<file path="src/rtl/phase_comp_pkg.sv">
// Shared types, constants and clamp arithmetic for the phase-compensator control array.
package phase_comp_pkg;

  localparam logic        DIR_UP  = 1'b0;
  localparam logic        DIR_DN  = 1'b1;
  localparam int unsigned PC_MAXW = 32;
  localparam int unsigned PC_SW   = PC_MAXW + 1;

  function automatic int unsigned idx_width(input int unsigned n);
    return (n <= 1) ? 1 : $clog2(n);
  endfunction

  // Raw add/sub one bit wider than the accumulator; any bit at or above w means out of range.
  function automatic logic [PC_SW-1:0] raw_addsub(input logic [PC_MAXW-1:0] acc,
                                                   input logic [PC_MAXW-1:0] step,
                                                   input logic               dir);
    return (dir == DIR_DN) ? ({1'b0, acc} - {1'b0, step}) : ({1'b0, acc} + {1'b0, step});
  endfunction

  function automatic logic clamp_hit(input logic [PC_MAXW-1:0] acc,
                                     input logic [PC_MAXW-1:0] step,
                                     input logic               dir,
                                     input int unsigned        w);
    return |(raw_addsub(acc, step, dir) >> w);
  endfunction

  function automatic logic [PC_MAXW-1:0] clamp_addsub(input logic [PC_MAXW-1:0] acc,
                                                       input logic [PC_MAXW-1:0] step,
                                                       input logic               dir,
                                                       input int unsigned        w);
    logic [PC_SW-1:0] sum;
    logic [PC_SW-1:0] top;
    sum = raw_addsub(acc, step, dir);
    top = (PC_SW'(1) << w) - PC_SW'(1);
    if (clamp_hit(acc, step, dir, w))
      return (dir == DIR_DN) ? '0 : PC_MAXW'(top);
    return PC_MAXW'(sum);
  endfunction

endpackage

</file>
<file path="src/rtl/phase_comp_sat_addsub.sv">
// Shared combinational saturating step datapath used by whichever channel owns the slot.
module phase_comp_sat_addsub
  import phase_comp_pkg::*;
#(
  parameter int unsigned W     = 10,
  parameter int unsigned STEPW = 3
) (
  input  logic [W-1:0]     i_acc,
  input  logic [STEPW-1:0] i_step,
  input  logic             i_dir,
  output logic [W-1:0]     o_nxt_c,
  output logic             o_clamped_c
);

  assign o_nxt_c     = W'(clamp_addsub(PC_MAXW'(i_acc), PC_MAXW'(i_step), i_dir, W));
  assign o_clamped_c = clamp_hit(PC_MAXW'(i_acc), PC_MAXW'(i_step), i_dir, W);

endmodule

</file>
<file path="src/rtl/phase_comp_ctrl_array.sv">
// Bank of bang-bang phase-compensator accumulators, time-shared over one clamp datapath
// by a round-robin slot pointer, with register load/readback and per-channel lock detect.
module phase_comp_ctrl_array
  import phase_comp_pkg::*;
#(
  parameter int unsigned NCH      = 16,
  parameter int unsigned W        = 10,
  parameter int unsigned OUTW     = 7,
  parameter int unsigned STEPW    = 3,
  parameter int unsigned LOCK_CNT = 4,
  parameter int unsigned RST_VAL  = 512,
  parameter int unsigned CW       = idx_width(NCH)
) (
  input  logic                clk,
  input  logic                resetb,
  input  logic                enable,
  input  logic [NCH-1:0]      pd_in,
  input  logic [NCH-1:0]      freeze,
  input  logic [STEPW-1:0]    step,
  input  logic                reg_write_readb,
  input  logic [CW-1:0]       reg_num,
  input  logic [W-1:0]        reg_load_data,
  output logic [W-1:0]        reg_read_data,
  output logic [NCH*OUTW-1:0] ctrl_out,
  output logic [NCH-1:0]      sat,
  output logic [NCH-1:0]      lock
);

  localparam int unsigned AW = idx_width(LOCK_CNT + 1);

  logic [NCH-1:0] r_pd_q;
  logic [CW-1:0]  r_ptr;
  logic [W-1:0]   r_rd;
  logic [W-1:0]   w_acc [NCH];
  logic [W-1:0]   w_nxt;
  logic           w_clamped;
  logic           w_dir;
  logic           w_rd_ok;

  assign w_dir         = r_pd_q[r_ptr];
  assign w_rd_ok       = (32'(reg_num) < NCH);
  assign reg_read_data = r_rd;

  phase_comp_sat_addsub #(
    .W     (W),
    .STEPW (STEPW)
  ) u_addsub (
    .i_acc       (w_acc[r_ptr]),
    .i_step      (step),
    .i_dir       (w_dir),
    .o_nxt_c     (w_nxt),
    .o_clamped_c (w_clamped)
  );

  // Slot pointer wraps at NCH-1 explicitly so non-power-of-two banks sweep correctly.
  always_ff @(posedge clk or negedge resetb) begin
    if (!resetb) begin
      r_ptr  <= '0;
      r_pd_q <= '0;
      r_rd   <= '0;
    end else begin
      r_pd_q <= pd_in;
      if (enable)
        r_ptr <= (r_ptr == CW'(NCH - 1)) ? '0 : r_ptr + CW'(1);
      r_rd <= w_rd_ok ? w_acc[reg_num] : '0;
    end
  end

  for (genvar c = 0; c < NCH; c++) begin : g_ch
    logic [W-1:0]  r_acc;
    logic [AW-1:0] r_alt;
    logic          r_last_dir;
    logic          r_sat;
    logic          r_lock;
    logic          w_wr;
    logic          w_upd;

    assign w_wr  = reg_write_readb && (reg_num == CW'(c));
    assign w_upd = enable && !freeze[c] && (r_ptr == CW'(c));

    // Register load beats a same-cycle slot update; lock is registered alongside alt count.
    always_ff @(posedge clk or negedge resetb) begin
      if (!resetb) begin
        r_acc      <= W'(RST_VAL);
        r_alt      <= '0;
        r_last_dir <= DIR_UP;
        r_sat      <= 1'b0;
        r_lock     <= 1'b0;
      end else if (w_wr) begin
        r_acc  <= reg_load_data;
        r_alt  <= '0;
        r_sat  <= 1'b0;
        r_lock <= 1'b0;
      end else if (w_upd) begin
        r_acc      <= w_nxt;
        r_last_dir <= w_dir;
        if (w_clamped) begin
          r_sat  <= 1'b1;
          r_alt  <= '0;
          r_lock <= 1'b0;
        end else if (w_dir != r_last_dir) begin
          r_alt  <= (r_alt == AW'(LOCK_CNT)) ? r_alt : r_alt + AW'(1);
          r_lock <= (r_alt >= AW'(LOCK_CNT - 1));
        end else begin
          r_alt  <= '0;
          r_lock <= 1'b0;
        end
      end
    end

    assign w_acc[c]                 = r_acc;
    assign sat[c]                   = r_sat;
    assign lock[c]                  = r_lock;
    assign ctrl_out[c*OUTW +: OUTW] = r_acc[W-1 -: OUTW];
  end

endmodule

</file>
<file path="config.mk">
export PLATFORM = sky130hd
export DESIGN_NAME = phase_comp_ctrl_array
export DESIGN_NICKNAME = d
export VERILOG_FILES = /design/src/rtl/phase_comp_pkg.sv /design/src/rtl/phase_comp_sat_addsub.sv /design/src/rtl/phase_comp_ctrl_array.sv
export SDC_FILE = /design/constraint.sdc
export NUM_CORES = 1
export LEC_CHECK = 0
export CORE_ASPECT_RATIO = 1.5
export CORE_MARGIN = 4
export CORE_UTILIZATION = 35
export CTS_CLUSTER_DIAMETER = 150
export DETAILED_ROUTE_END_ITERATION = 8
export GPL_ROUTABILITY_DRIVEN = 0
export GPL_TIMING_DRIVEN = 0
export SLEW_MARGIN = 40
export SYNTH_ARGS = -nofsm -noshare
export SYNTH_HDL_FRONTEND = slang
export SYNTH_SLANG_ARGS = --single-unit
</file>
<file path="constraint.sdc">
create_clock -name clk -period 6.1 [get_ports clk]
set_clock_uncertainty 0.2 [all_clocks]
set_input_delay 1.525 -clock clk [delete_from_list [all_inputs] [get_ports clk]]
set_output_delay 1.525 -clock clk [all_outputs]
set_load 0.02 [all_outputs]
</file>
==> results of run 1 <==
[power groups by stage]
| stage | clock network (W) | logic (W) | registers, W |
|---|---|---|---|
| finish | 0.00182 | 0.00727 | 0.00372 |
| floorplan | 0 | 0.00466 | 0.00326 |
| global placement | 0 | 0.00692 | 0.00368 |
| CTS | 0.00185 | 0.00718 | 0.00368 |
| detailed placement | 0 | 0.00715 | 0.00371 |
| global route | 0.00191 | 0.00776 | 0.00379 |
[cells in the final DEF (no fill, tap or decap), types with 22 or more instances in the layout]
cell type        synthesis  final
mux4_2                  97     97
clkdlybuf4s50_1          0    191
buf_4                  147    157
buf_2                   15     33
nor3_1                  45     27
dfrtp_1                270    270
a21oi_1                 83     83
clkbuf_16                0     28
o21ai_0                194    194
inv_1                   61     61
clkbuf_1                77     73
a22oi_1                 33     33
o21ai_1                 25     25
mux2i_1                 54     54
ha_1                    59     59
nor2_1                 139    139
a31oi_1                 22     22
or3_1                   35     35
nand2_1                248    247
nand3_1                 44     44
[metrics by stage]
stage | setup TNS [ns] | hold WS [ns] | area (um^2) | total power (W) | util [%]
3_3_place_gp | -2683.01 | 0.2621 | 20480 | 0.01060 | 41.02
6_report | 0 | 0.2751 | 21840 | 0.01281 | 43.75
3_5_place_dp | -22.69 | 0.2620 | 20880 | 0.01086 | 41.82
4_1_cts | 0 | 0.2775 | 21830 | 0.01271 | 43.72
5_1_grt | 0 | 0.3003 | 21840 | 0.01345 | 43.74
2_1_floorplan | 0 | 0.2400 | 17730 | 0.007921 | -
[worst max-delay path: stages, from the launching register on]
cell	delay, ns
dfrtp_1	0.40
buf_6	0.21
buf_4	0.33
buf_6	0.34
mux4_2	0.61
mux4_2	0.60
ha_1	0.38
nor2b_1	0.16
o211ai_1	0.24
nor4_1	0.52
buf_2	0.47
buf_2	0.39
buf_2	0.40
nor3_1	0.09
o21ai_0	0.21
[per-layer routing]
metal  share of wire (%)  track usage (%)  up-vias
li1                    -                -     6973
met1                  34            29.53     7892
met2                  47            41.26      992
met3                 8.9            5.021      335
met4                  10            20.45        2
met5               0.018                0        -
[cell families after synthesis]
group	Yosys count	share of synthesized area [%]
AO/OA/AOI/OAI	433	14.17
XOR/XNOR	21	1.038
flip-flops	286	40.49
buffers and inverters	319	10.10
adder cells (fa/ha/maj)	61	4.390
AND/OR/NAND/NOR	568	14.13
multiplexers	156	15.69
[area by class of cell]
type / instances / share of cell area (%)
Multi-Input combinational cell: 1239 / 40.78
Sequential cell: 286 / 32.86
Timing Repair Buffer: 220 / 10.03
Buffer: 256 / 7.218
Tap cell: 663 / 3.798
Clock buffer: 40 / 3.689
Inverter: 61 / 1.048
Clock inverter: 11 / 0.5500
Antenna cell: 2 / 0.02291
[final timing paths]
| check | startpoint | end | slack (ns) |
|---|---|---|---|
| setup / recovery | r_ptr[0]$_DFFE_PN0P_ | g_ch[0].r_acc[5]$_DFFE_PN0P_ | 0.39 |
| hold / removal | g_ch[6].r_lock$_DFFE_PN0P_ | g_ch[6].r_lock$_DFFE_PN0P_ | 0.28 |
| setup reg to reg | r_ptr[0]$_DFFE_PN0P_ | g_ch[0].r_acc[5]$_DFFE_PN0P_ | 0.39 |
| hold reg to reg | g_ch[6].r_lock$_DFFE_PN0P_ | g_ch[6].r_lock$_DFFE_PN0P_ | 0.28 |
| max in group asynchronous | resetb | g_ch[4].r_acc[9]$_DFFE_PN1P_ | 3.99 |
| min in group asynchronous | resetb | g_ch[8].r_sat$_DFFE_PN0P_ | 0.63 |
[registers in the layout, summed over array words and instances, names as in the netlist]
register,cells
reg_read_data,10
g_ch.r_last_dir,16
g_ch.r_lock,16
r_pd_q,16
g_ch.r_acc,160
g_ch.r_sat,16
r_ptr,4
g_ch.r_alt,48
[timing repair]
action / in CTS / in global routing
endpoints found under the setup margin: 150 / 17
resized for setup: 7 / 3
cloned: 0 / 0
buffers inserted: 0 / 0
==> metrics, run 1 <==
worst reg2reg path depth 14; syn_area_per_cell 9.613 um^2; initial core utilization 35.51%; Layout Nets 2206; Hold Buf Count CTS 0; unrepaired setup endpoints after global routing no; switching pwr 0.005916 W; Max VDD drop 0.2553 mV; insertion delay to the later sink of the worst-skew pair 0.58 ns; crit path kind flip-flop to flip-flop; Period Utilization, post-route 93.65%; via density per instance 5.829; Cells after DPL 2727; clock buffer depth 3; overflow left after global routing 0; slack of the critical path 0.3876 ns; clock-pin slew on the worst setup and hold paths 0.07 ns; synth top area cells dfrtp_1 (38%), mux4_2 (12%), buf_4 (6.2%); Multi-input gate area 8907 um^2; hold path cells 2; Vias 16190; Root Buffer clkbuf_16; Port Buffers 192; routed len/inst 25.70 um; hold crit path type flip-flop to flip-flop; max-cap violation count 0; synthesized area 17730 um^2; Worst EP arrival 6.00 ns; area added between synthesis and finish 23.21%; most frequent cell after synthesis dfrtp_1; pre-CTS WS -0.3954 ns; combinational share of power 56.8%; dpl hpwl 54920 um; clk sink count 286; CP endpoint kind flip-flop; final std cells w/o fill 2778; number of synthesized flops with an enable pin 0; Rel. slew slack 39.12%; Cell Int Power 0.006890 W; Leak Pwr 9.263 nW; final setup vio count 0; fill count 4782; Core ar. 49920 um^2; crit start category flip-flop; Async SR Flop Fraction 100.0%; Clock power frac 14.2%; I/O pin count 207; Fmax 0.1751 GHz; post-synthesis sequential area ratio 40.49%; H-tree lvl count 1; Yosys cell types 65; largest net degree at the start of global routing 72; drt drc 0; post-synth top area cell dfrtp_1; Worst-Margin Slew 0.9132 ns; Seq pwr share 29.0%; final WL 71410 um; Total Routing Usage GR 25.67%; syn nets 1958; total CTS buffers 28; Post-DRT Antenna Nets 0; die area 54390 um^2; sw frac 46.20%; Synth warnings 0; Final Hold Fails 0; fraction of layout cells with a size suffix above 1 19.55%; critical path fanouts, max 19; Synth Register Bits 286; DRT Pass-1 Iters 6; Yosys top cell area share 38.11%; num rows 100; Cell Pwr Density 586.3 nW/um^2; antenna violations before repair 4; die width 191.8 um; CTS tree yes; status finished clean; Die Y 283.6 um; Synth Flop Type dfrtp_1; vias in the first global route 15990; top cells by count, synth dfrtp_1 (270), nand2_1 (248), o21ai_0 (194); Slew Limit Fails 0; Worst Path Required 6.39 ns; register area 7177 um^2; first-pass GRT wire length 104000 um; Detailed Route Iter0 Violations 2050; Syn Inst Count 1844; fin crit period 5.712 ns
No activity file was read; power rests on OpenSTA's default activity.
==> run 2, diff against run 1 <==
--- a/config.mk
+++ b/config.mk
@@ -16,3 +16,4 @@
 export SYNTH_ARGS = -nofsm -noshare
 export SYNTH_HDL_FRONTEND = slang
 export SYNTH_SLANG_ARGS = --single-unit
+export TNS_END_PERCENT = 10
==> metrics, run 2 (synthesis gave the netlist of run 1 again) <==
Post-DRT Antenna Nets 0 (unchanged); Leak Pwr 9.292 nW (+0.31%); met3 wire length 6346 um (about the same); clk sink count 286 (unchanged); routed len/inst 25.85 um (+0.55%); first-pass GRT wire length 104500 um (+0.42%); routed length on met2 34000 um (+0.97%); critical path fanouts, max 10 (-9); insertion delay to the later sink of the worst-skew pair 0.58 ns (about the same); antenna violations before repair 6 (+2); area added between synthesis and finish 23.53%; crit path kind flip-flop to flip-flop; clock-pin slew on the worst setup and hold paths 0.07 ns (about the same); Worst-Margin Slew 0.8965 ns (-0.01671 ns); Rel. slew slack 40.24% (+1.1 points); most frequent cells in the layout dfrtp_1 (270), nand2_1 (247), o21ai_0 (194), clkdlybuf4s50_1 (191), buf_4 (161); Cell Pwr Density 587.0 nW/um^2 (+0.12%); via density per instance 5.862 (+0.57%); fin crit period 5.870 ns (+0.1576 ns); clock buffer depth 3 (unchanged); CP cell instances buf_6 -> buf_4 -> buf_6 -> buf_4 -> mux4_2 -> mux4_2 -> ha_1 -> nor2b_1 -> o211ai_1 -> buf_4 -> nor4_2 -> clkbuf_4 -> buf_2 -> buf_2 -> nor3_1 -> o21ai_0; Top cell by count, worst path buf_4; H-tree lvl count 1 (unchanged); I/O pin count 207 (unchanged); Multi-input gate area 8927 um^2 (+0.22%); DR top layer met5; slack of the critical path 0.2300 ns (-0.1576 ns); initial core utilization 35.51% (unchanged); die area 54390 um^2 (unchanged); combinational share of power 56.9% (about the same); Root Buffer clkbuf_16; Final Hold Fails 0 (unchanged); status finished clean; Critical R2R Launch r_ptr[0]$_DFFE_PN0P_; fill count 4777 (-0.10%); register area 7177 um^2 (unchanged); hold crit path type flip-flop to flip-flop; CP endpoint kind flip-flop; Die Y 283.6 um (unchanged); Hold Buf Count CTS 0 (unchanged); sw frac 46.21% (about the same); Port Buffers 192 (unchanged); Slew Limit Fails 0 (unchanged); Layout Nets 2210 (+0.18%); commonest non-fill, non-tap cell in the layout dfrtp_1; r2r endpoint g_ch[0].r_acc[5]$_DFFE_PN0P_; Period Utilization, post-route 96.23% (+2.6 points); Vias 16310 (+0.71%); Detailed Route Iter0 Violations 2115 (+3.2%); Post-Route M1 WL 24480 um (+0.93%); dpl hpwl 54920 um (unchanged); Worst Path Required 6.39 ns (about the same); unrepaired setup endpoints after global routing no; Fmax 0.1704 GHz (-2.7%); overflow left after global routing 0 (unchanged); fraction of layout cells with a size suffix above 1 19.89% (+0.34 points); pre-CTS WS -0.3954 ns (unchanged); vias in the first global route 15980 (-0.025%); final setup vio count 0 (unchanged); Total Routing Usage GR 25.78% (+0.11 points); DRT Pass-1 Iters 6 (unchanged); Worst EP arrival 6.16 ns (+0.16 ns); worst reg2reg path depth 16 (+2); Worst Setup EP g_ch[0].r_acc[5]$_DFFE_PN0P_; switching pwr 0.005940 W (+0.40%); overall power 0.01285 W (+0.38%); R2R Setup Slk 0.23 ns (-0.16 ns); Cell Int Power 0.006914 W (+0.36%); max-cap violation count 0 (unchanged); top flop regs g_ch.r_acc: 160 flops, g_ch.r_alt: 48 flops; max reg flops 160 (unchanged); Cells after DPL 2727 (unchanged); crit path from r_ptr[0]$_DFFE_PN0P_; Max VDD drop 0.2560 mV (+0.27%); num rows 100 (unchanged); crit start category flip-flop; Biggest register g_ch.r_acc; Core ar. 49920 um^2 (unchanged); hold slack 0.2748 ns (-0.0003090 ns); Seq pwr share 28.9% (about the same); crit-path max cell delay 0.61 ns (about the same); final WL 71910 um (+0.70%); die width 191.8 um (unchanged); CTS tree yes; Clock power frac 14.2% (about the same); final std cells w/o fill 2782 (+0.14%); largest net degree at the start of global routing 72 (unchanged); slowest cell on the critical path mux4_2; total CTS buffers 28 (unchanged); drt drc 0 (unchanged)
[run 2: power groups by stage]
stage,clock [W],sequential [W],combinational (W)
2_1_floorplan,0,0.00326,0.00466
6_report,0.00182,0.00372,0.00732
3_3_place_gp,0,0.00368,0.00692
3_5_place_dp,0,0.00371,0.00715
4_1_cts,0.00185,0.00368,0.00719
5_1_grt,0.00191,0.00379,0.00780
[run 2: critical path: cells and delay by family (launching register included)]
family	cells	cell delay, ns
buf+inv	8	2.53
mux	2	1.21
simple gates	3	0.67
flops	1	0.40
fa+ha+maj	1	0.38
compound gates	2	0.34
[run 2: worst min-delay path by stage]
stage / cells past startpoint / slack, ns / end / startpoint
finish: 2 / 0.27 / g_ch[6].r_lock$_DFFE_PN0P_ / g_ch[6].r_lock$_DFFE_PN0P_
detailed placement: 2 / 0.26 / g_ch[6].r_lock$_DFFE_PN0P_ / g_ch[6].r_lock$_DFFE_PN0P_
global route: 2 / 0.30 / g_ch[6].r_lock$_DFFE_PN0P_ / g_ch[6].r_lock$_DFFE_PN0P_
floorplan: 2 / 0.24 / g_ch[0].r_lock$_DFFE_PN0P_ / g_ch[0].r_lock$_DFFE_PN0P_
CTS: 2 / 0.28 / g_ch[6].r_lock$_DFFE_PN0P_ / g_ch[6].r_lock$_DFFE_PN0P_
global placement: 2 / 0.26 / g_ch[0].r_lock$_DFFE_PN0P_ / g_ch[0].r_lock$_DFFE_PN0P_
[run 2: metal layers]
layer,vias to the layer above,track usage [%]
li1,6978,-
met1,7926,29.54
met2,1055,41.66
met3,346,5.255
met4,4,20.05
met5,-,0
[run 2: repair_timing]
| action | CTS | global route |
|---|---|---|
| setup buffers | 0 | 3 |
| gates resized for setup | 7 | 15 |
| endpoints found under the setup margin | 150 | 179 |
| pin swaps | 0 | 1 |
[run 2: area by class of cell]
class	instances	share of cell area, %
multi-input combinational	1239	40.77
clock buffer	40	3.680
antenna	2	0.02285
timing repair buffer	223	10.11
sequential	286	32.77
clock inverter	11	0.5485
inverter	61	1.046
tap	663	3.788
buffer	257	7.268
[run 2: per-stage QoR]
step / TNS, ns / utilization [%] / instance area, um^2
2_1_floorplan: 0 / - / 17730
3_3_place_gp: -2683.01 / 41.02 / 20480
3_5_place_dp: -22.69 / 41.82 / 20880
4_1_cts: -0.004788 / 43.73 / 21830
5_1_grt: 0 / 43.86 / 21900
6_report: 0 / 43.86 / 21900
==> run 3, diff against run 2 <==
--- a/config.mk
+++ b/config.mk
@@ -10,8 +10,11 @@
 export CORE_UTILIZATION = 35
 export CTS_CLUSTER_DIAMETER = 150
 export DETAILED_ROUTE_END_ITERATION = 8
+export DONT_BUFFER_PORTS = 1
 export GPL_ROUTABILITY_DRIVEN = 0
 export GPL_TIMING_DRIVEN = 0
+export REMOVE_ABC_BUFFERS = 1
+export SKIP_CTS_REPAIR_TIMING = 1
 export SLEW_MARGIN = 40
 export SYNTH_ARGS = -nofsm -noshare
 export SYNTH_HDL_FRONTEND = slang
==> metrics, run 3 (synthesis gave the netlist of run 1 again) <==
Post-DRT Antenna Nets 0 (unchanged); overflow left after global routing 0 (unchanged); most frequent cells in the layout dfrtp_1 (266), nand2_1 (246), o21ai_0 (194), nor2_1 (127), mux4_2 (97); clk sink count 286 (unchanged); Leak Pwr 7.701 nW (-17%); routed len/inst 27.39 um (+6.0%); cell family with most CP delay buffers and inverters; pre-CTS WS 0.09215 ns (+0.4875 ns); max-cap violation count 0 (unchanged); Core ar. 49920 um^2 (unchanged); antenna fix cells 0 (-2); vias in the first global route 14200 (-11%); Die Y 283.6 um (unchanged); clock-pin slew on the worst setup and hold paths 0.06 ns (about the same); top flop regs g_ch.r_acc: 160 flops, g_ch.r_alt: 48 flops; Biggest register g_ch.r_acc; antenna violations before repair 1 (-5); final WL 64510 um (-10%); largest net degree at the start of global routing 287 (+300%); fin crit period 5.625 ns (-0.2448 ns); Top cell by count, worst path buf_2; Cells after DPL 2295 (-16%); initial core utilization 35.51% (unchanged); Worst-Margin Slew 0.9940 ns (+0.09751 ns); slack of the critical path 0.4749 ns (+0.2448 ns); commonest non-fill, non-tap cell in the layout dfrtp_1; Detailed Route Iter0 Violations 1528 (-28%); status finished clean; num rows 100 (unchanged); Rel. slew slack 33.74% (-6.5 points); total CTS buffers 31 (+11%); CP endpoint kind flip-flop; final std cells w/o fill 2355 (-15%); critical path fanouts, max 24 (+14); area added between synthesis and finish 5.421%; Cell Pwr Density 612.3 nW/um^2 (+4.3%); CTS tree yes; first-pass GRT wire length 94940 um (-9.1%); Root Buffer clkbuf_16; CP cell instances buf_12 -> mux4_2 -> mux4_2 -> ha_1 -> fa_1 -> nor2b_1 -> o211ai_1 -> buf_4 -> nor4_2 -> buf_4 -> buf_2 -> buf_2 -> buf_2 -> buf_2 -> nor4_2 -> nand3_1 -> a31oi_1; hold crit path type flip-flop to flip-flop; Period Utilization, post-route 92.22% (-4.0 points); max reg flops 160 (unchanged); Slew Limit Fails 0 (unchanged); Port Buffers 0 (-100%); H-tree lvl count 1 (unchanged); Vias 14350 (-12%); crit start category flip-flop; overall power 0.01144 W (-11%); fin util 37.43% (-6.4 points); Fmax 0.1778 GHz (+4.4%); I/O pin count 207 (unchanged); Layout Nets 1781 (-19%); Max VDD drop 0.2902 mV (+13%); final setup vio count 0 (unchanged); die area 54390 um^2 (unchanged); DRT Pass-1 Iters 6 (unchanged); clock buffer depth 3 (unchanged); Worst EP arrival 5.91 ns (-0.25 ns); die width 191.8 um (unchanged); slowest cell on the critical path dfrtp_4; buffer and inverter count on the worst path 7 (-1); Worst Path Required 6.39 ns (about the same); crit-path max cell delay 0.78 ns (+0.17 ns); Total Routing Usage GR 23.20% (-2.6 points); unrepaired setup endpoints after global routing no; fraction of layout cells with a size suffix above 1 16.78% (-3.1 points); via density per instance 6.092 (+3.9%); drt drc 0 (unchanged); crit path kind flip-flop to flip-flop; dpl hpwl 47740 um (-13%); insertion delay to the later sink of the worst-skew pair 0.59 ns (about the same); Final Hold Fails 0 (unchanged); fill count 4872 (+2.0%)
[run 3: through the flow]
step	hold WS [ns]	setup TNS, ns	instance area (um^2)
final	0.3025	0	18690
after global routing	0.3332	0	18690
after CTS	0.3060	0	18640
after detailed placement	0.2906	0	17610
after global placement	0.2812	-976.27	17000
after floorplan	0.2684	-180.25	16170
[run 3: worst paths after layout]
path	from	endpoint	slack, ns	depth (start not counted)
setup / recovery	r_ptr[0]$_DFFE_PN0P_	g_ch[2].r_alt[0]$_DFFE_PN0P_	0.47	17
hold reg to reg	g_ch[3].r_last_dir$_DFFE_PN0P_	g_ch[3].r_last_dir$_DFFE_PN0P_	0.30	2
min in group asynchronous	resetb	g_ch[2].r_sat$_DFFE_PN0P_	0.46	0
max in group asynchronous	resetb	r_ptr[0]$_DFFE_PN0P_	4.33	0
hold / removal	g_ch[3].r_last_dir$_DFFE_PN0P_	g_ch[3].r_last_dir$_DFFE_PN0P_	0.30	2
setup reg to reg	r_ptr[0]$_DFFE_PN0P_	g_ch[2].r_alt[0]$_DFFE_PN0P_	0.47	17
[run 3: power by group]
| part | total (W) | internal, W | switching [W] |
|---|---|---|---|
| registers | 0.00446 | 0.00272 | 0.00174 |
| clock network | 0.00192 | 0.00109 | 0.000831 |
| logic | 0.00506 | 0.00196 | 0.00310 |
[run 3: layout make-up]
type	count	area, um^2	share of cell area (%)
multi-input cells	1239	9050	48.43
flip-flops and latches	286	7187	38.46
clock buffers	42	867.1	4.640
well taps	663	829.5	4.439
repair buffers	48	369.1	1.975
inverters	61	229.0	1.225
clock inverters	16	156.4	0.8369
[run 3: routing by layer]
layer | GRT usage (%) | vias to the layer above | wire [um]
met4 | 15.72 | 0 | 5498
met2 | 37.64 | 927 | 30640
li1 | - | 6113 | -
met5 | 0 | - | 0
met3 | 8.676 | 205 | 8014
met1 | 24.92 | 7102 | 20360
[run 3: worst register-to-register path, cell delays in order, from the launching register on]
cell and delay [ns]:
dfrtp_4 0.78, buf_12 0.29, mux4_2 0.61, mux4_2 0.52
ha_1 0.24, fa_1 0.43, nor2b_1 0.16, o211ai_1 0.17
buf_4 0.17, nor4_2 0.10, buf_4 0.23, buf_2 0.16
buf_2 0.17, buf_2 0.18, buf_2 0.18, nor4_2 0.57
nand3_1 0.18, a31oi_1 0.20
